$ cat src/rtl/pull_to_push_adapter.sv
// rtl/pull_to_push_adapter.sv - turns a req/ack pull interface into a valid/ready push stream
// A single outstanding pull request feeds a small FIFO that drains to the downstream consumer.
module pull_to_push_adapter #(
    parameter int DataWidth = 32,
    parameter int Depth     = 4
) (
    input  logic                       clk_i,
    input  logic                       rst_ni,
    input  logic                       enable_i,
    output logic                       req_o,
    input  logic                       ack_i,
    input  logic [DataWidth-1:0]       pull_data_i,
    output logic                       valid_o,
    input  logic                       ready_i,
    output logic [DataWidth-1:0]       data_o,
    output logic [$clog2(Depth+1)-1:0] depth_o,
    output logic                       err_o
);

    localparam int CntW = $clog2(Depth + 1);
    localparam int PtrW = (Depth > 1) ? $clog2(Depth) : 1;
    localparam logic [CntW-1:0] DepthMax = CntW'(Depth);
    localparam logic [PtrW-1:0] PtrLast  = PtrW'(Depth - 1);

    typedef enum logic {
        IDLE = 1'b0,
        REQ  = 1'b1
    } state_e;

    state_e               state_q, state_d;
    logic                 armed_q;
    logic                 err_q;
    logic [DataWidth-1:0] mem_q [Depth];
    logic [PtrW-1:0]      wr_ptr_q, rd_ptr_q;
    logic [CntW-1:0]      count_q;
    logic                 wr_en, rd_en;

    function automatic logic [PtrW-1:0] ptr_next(input logic [PtrW-1:0] p);
        return (p == PtrLast) ? '0 : p + 1'b1;
    endfunction

    // Entering REQ only while count < Depth reserves the slot the ack will fill,
    // since the count cannot grow again until that ack lands.
    always_comb begin
        state_d = state_q;
        case (state_q)
            IDLE:    if (armed_q && enable_i && (count_q < DepthMax)) state_d = REQ;
            REQ:     if (ack_i) state_d = IDLE;
            default: state_d = IDLE;
        endcase
    end

    // armed_q holds off the first request until the second edge after reset release.
    always_ff @(posedge clk_i or negedge rst_ni) begin
        if (!rst_ni) begin
            state_q <= IDLE;
            armed_q <= 1'b0;
        end else begin
            state_q <= state_d;
            armed_q <= 1'b1;
        end
    end

    assign req_o   = (state_q == REQ);
    assign wr_en   = (state_q == REQ) && ack_i;
    assign valid_o = (count_q != '0);
    assign rd_en   = valid_o && ready_i;
    assign depth_o = count_q;
    assign err_o   = err_q;
    assign data_o  = valid_o ? mem_q[rd_ptr_q] : '0;

    always_ff @(posedge clk_i or negedge rst_ni) begin
        if (!rst_ni) begin
            wr_ptr_q <= '0;
            rd_ptr_q <= '0;
            count_q  <= '0;
            err_q    <= 1'b0;
        end else begin
            if (wr_en) wr_ptr_q <= ptr_next(wr_ptr_q);
            if (rd_en) rd_ptr_q <= ptr_next(rd_ptr_q);
            case ({wr_en, rd_en})
                2'b10:   count_q <= count_q + 1'b1;
                2'b01:   count_q <= count_q - 1'b1;
                default: count_q <= count_q;
            endcase
            if (ack_i && (state_q == IDLE)) err_q <= 1'b1;
        end
    end

    // Storage needs no reset: entries are only observed once count_q covers them.
    always_ff @(posedge clk_i) begin
        if (wr_en) mem_q[wr_ptr_q] <= pull_data_i;
    end

endmodule
$ cat config.mk
export PLATFORM = sky130hd
export DESIGN_NAME = pull_to_push_adapter
export DESIGN_NICKNAME = d
export VERILOG_FILES = /design/src/rtl/pull_to_push_adapter.sv
export SDC_FILE = /design/constraint.sdc
export NUM_CORES = 1
export LEC_CHECK = 0
export BUFFER_PORTS_ARGS = -buffer_cell sky130_fd_sc_hd__buf_4
export CORE_MARGIN = 2
export CORE_UTILIZATION = 45
export CTS_CLUSTER_DIAMETER = 100
export DETAILED_ROUTE_END_ITERATION = 8
export GPL_TIMING_DRIVEN = 0
export PLACE_DENSITY = 0.63
export SETUP_SLACK_MARGIN = 0.2
export SKIP_CTS_REPAIR_TIMING = 1
export SLEW_MARGIN = 20
export SYNTH_ARGS = -nofsm -noshare
export SYNTH_HDL_FRONTEND = slang
export SYNTH_SLANG_ARGS = --single-unit
$ cat constraint.sdc
create_clock -name clk_i -period 3.7 [get_ports clk_i]
set_clock_uncertainty 0.2 [all_clocks]
set_input_delay 0.37 -clock clk_i [delete_from_list [all_inputs] [get_ports clk_i]]
set_output_delay 0.37 -clock clk_i [all_outputs]
set_load 0.02 [all_outputs]
==> flow_summary.json <==
{
  "outcome": "finished clean",
  "routed_wl_mm": 9.35,
  "crit_path_max_incr_delay_ns": 0.36,
  "hold_start": "ack_i",
  "drtIter0Drc": 113,
  "cp_data_required_time_ns": 3.13,
  "slew_viol_final": 0,
  "core_area_mm2": 0.0119,
  "syn_to_final_growth_pct": 32.6,
  "cts_tree": "built",
  "worst_setup_path_start_kind": "flip-flop",
  "hold_class": "in2reg",
  "routedWlPerCell_um": 17.3,
  "gp_congestion": 0.648,
  "cts_max_level": 4,
  "clockRootBuffer": "clkbuf_16",
  "max_freq_ghz": 0.386,
  "leakage_nw": 2.60,
  "cp-end-kind": "output port",
  "fp.dieW_um": 114,
  "cp_data_arrival_time_ns": 2.02,
  "fin_crit_sh": 0.700,
  "nets": 423,
  "ys_seq_area_frac": 0.755,
  "critPathLaunch": "rd_ptr_q[1]$_DFFE_PN0P_",
  "io_buffers": 74,
  "insertion_delay_ns": 0.40,
  "synth_cell_types": 27,
  "die_height_um": 114,
  "clk_pin_slew_ns": 0.06,
  "avgSynthCellArea_um2": 21.8,
  "wl_met2_mm": 5.02,
  "grt_pass1_vias": 2802,
  "start_util": 0.457,
  "cpMaxStageDelayCell": "mux4_2",
  "vias": 2697,
  "io_pins": 75,
  "dr.pass1.iters": 4,
  "post-route-util": 0.606,
  "power.density_mw_per_mm2": 760,
  "crit_chain": "clkbuf_1 -> buf_2 -> mux4_2 -> and2_1 -> buf_4",
  "ir_drop_mv": 0.463,
  "cap_violations": 0,
  "fin_setup_tns_ns": 0,
  "drc": 0,
  "grt_usage": 0.157,
  "antenna_left": 0,
  "regToRegStartpoint": "depth_o[0]$_DFFE_PN0P_",
  "antenna_found_initial": 0,
  "vias_per_cell": 5.00,
  "yosysWarningCount": 0,
  "numCtsBuffers": 17,
  "hold_violations": 0,
  "setup_viol": 0,
  "die_area_mm2": 0.0129,
  "crit_fanout": 10,
  "top_layer": "met4",
  "syn-cell-area_mm2": 0.00542,
  "overflow": 0,
  "dp_hpwl_mm": 5.92,
  "wl_met3_um": 408,
  "drive_gt1_frac": 0.383,
  "finalCriticalPeriod_ns": 2.59,
  "synth_cells": 249,
  "grt_pass1_wl_mm": 14.5,
  "clock-sinks": 138,
  "clock_path_buffers": 2,
  "antenna_cells": 0,
  "crit_type": "reg2out",
  "synth_nets": 293,
  "rsz0062_at_grt": "false",
  "grt_max_degree": 20,
  "wl_met1_mm": 3.80,
  "rows": 40,
  "ys_seq_elements": 138
}
[registers in the layout, indices dropped and copies added, names as in the netlist]
| register | count |
|---|---|
| mem_q | 128 |
| armed_q | 1 |
| req_o | 1 |
| err_o | 1 |
| wr_ptr_q | 2 |
| depth_o | 3 |
| rd_ptr_q | 2 |
[final cells by class]
type | instances | area [um^2]
plain buffers | 11 | 101
repair buffers | 111 | 996
clock buffers | 18 | 429
fillers | 881 | 4670
well taps | 147 | 184
inverters | 7 | 26.3
flip-flops and latches | 138 | 4090
clock inverters | 14 | 155
multi-input cells | 93 | 1200
[layer usage]
| metal | GRT usage | vias to the layer above |
|---|---|---|
| li1 | - | 1253 |
| met1 | 0.186 | 1373 |
| met2 | 0.265 | 61 |
| met3 | 0.0510 | 10 |
| met4 | 0.0659 | 0 |
| met5 | 0 | - |
[final timing paths]
kind,end,slack (ns),depth (start not counted)
setup / recovery,data_o[9],1.11,5
hold / removal,req_o$_DFF_PN0_,0.006,2
setup reg to reg,depth_o[1]$_DFFE_PN0P_,1.51,6
hold reg to reg,err_o$_DFFE_PN0P_,0.26,1
max in group asynchronous,rd_ptr_q[1]$_DFFE_PN0P_,3.03,2
min in group asynchronous,depth_o[0]$_DFFE_PN0P_,0.12,2
[cells in the mapped netlist (all sizes together)]
cell type    n  share of area
dfrtp       10          0.046
mux2i        1         0.0018
nor2         2         0.0014
conb         1        0.00069
and3         4         0.0046
nand4        1         0.0012
fa           1         0.0037
ha           6          0.014
mux2         3         0.0076
nor3         1        0.00092
o21ai        1        0.00092
inv          7         0.0048
xor2         1         0.0016
clkbuf       4         0.0028
a21o         2         0.0028
mux4        32           0.14
buf          7          0.016
and2        33          0.039
xnor2        2         0.0032
edfxtp     128           0.71
or3          1         0.0021
nand2        1        0.00069
[power by group]
group          switching [W]  total (W)  leakage (nW)  internal, W
logic               0.000941    0.00193          1.06     0.000984
registers          0.0000549    0.00189          1.27      0.00184
clock network       0.000597    0.00164         0.274      0.00105
[placed cells by master, fill, tap and decap left out]
master | Yosys | layout
edfxtp_1 | 128 | 128
buf_4 | 0 | 74
dlygate4sd3_1 | 0 | 33
and2_1 | 32 | 32
mux4_2 | 28 | 28
clkbuf_16 | 0 | 17
dfrtp_1 | 10 | 10
inv_1 | 7 | 7
ha_1 | 6 | 6
clkbuf_1 | 4 | 5
mux4_1 | 4 | 4
and3_2 | 0 | 4
clkinvlp_4 | 0 | 4
buf_16 | 0 | 4
buf_12 | 3 | 3
buf_2 | 3 | 3
bufinv_16 | 0 | 3
clkinv_2 | 0 | 3
clkinv_1 | 0 | 3
a21o_1 | 2 | 2
nor2_1 | 2 | 2
mux2_4 | 2 | 2
xnor2_1 | 2 | 2
or3_4 | 1 | 1
and2_4 | 1 | 1
buf_6 | 1 | 1
nand2_1 | 1 | 1
nand4_1 | 1 | 1
o21ai_0 | 1 | 1
nor3_1 | 1 | 1
mux2i_1 | 1 | 1
mux2_2 | 1 | 1
xor2_1 | 1 | 1
fa_1 | 1 | 1
conb_1 | 1 | 1
clkinv_4 | 0 | 1
[cell families (layout without fill, tap and decap cells)]
logic type	count (synthesis)	count (layout)	synth area share
AOI/OAI and AO/OA	3	3	0.00369
and+or+nand+nor	43	43	0.0494
buffers and inverters	18	161	0.0235
adders and majority gates	7	7	0.0175
other	1	1	0.000692
DFF	138	138	0.755
xor gates and xnor gates	3	3	0.00485
muxes	36	36	0.145
[worst max-delay path: cells and delay by family, from the launching register on]
family | cells | cell delay [ns]
flops | 1 | 0.34
buf+inv | 3 | 0.75
simple gates | 1 | 0.17
mux | 1 | 0.36
[per-stage QoR]
step | std cells | total power, W | hold WS, ns | cell area [um^2] | setup WS (ns)
3_3_place_gp | 470 | 0.00382 | 0.00654 | 6160 | 1.03
4_1_cts | 506 | 0.00551 | -0.427 | 6860 | 1.05
2_1_floorplan | 249 | 0.00318 | -0.126 | 5420 | 1.57
6_report | 539 | 0.00546 | 0.00627 | 7190 | 1.11
3_5_place_dp | 474 | 0.00386 | 0.00873 | 6280 | 1.49
5_1_grt | 539 | 0.00574 | 0.0142 | 7190 | 0.976
Note: power is estimated with default switching activity, not from simulation.
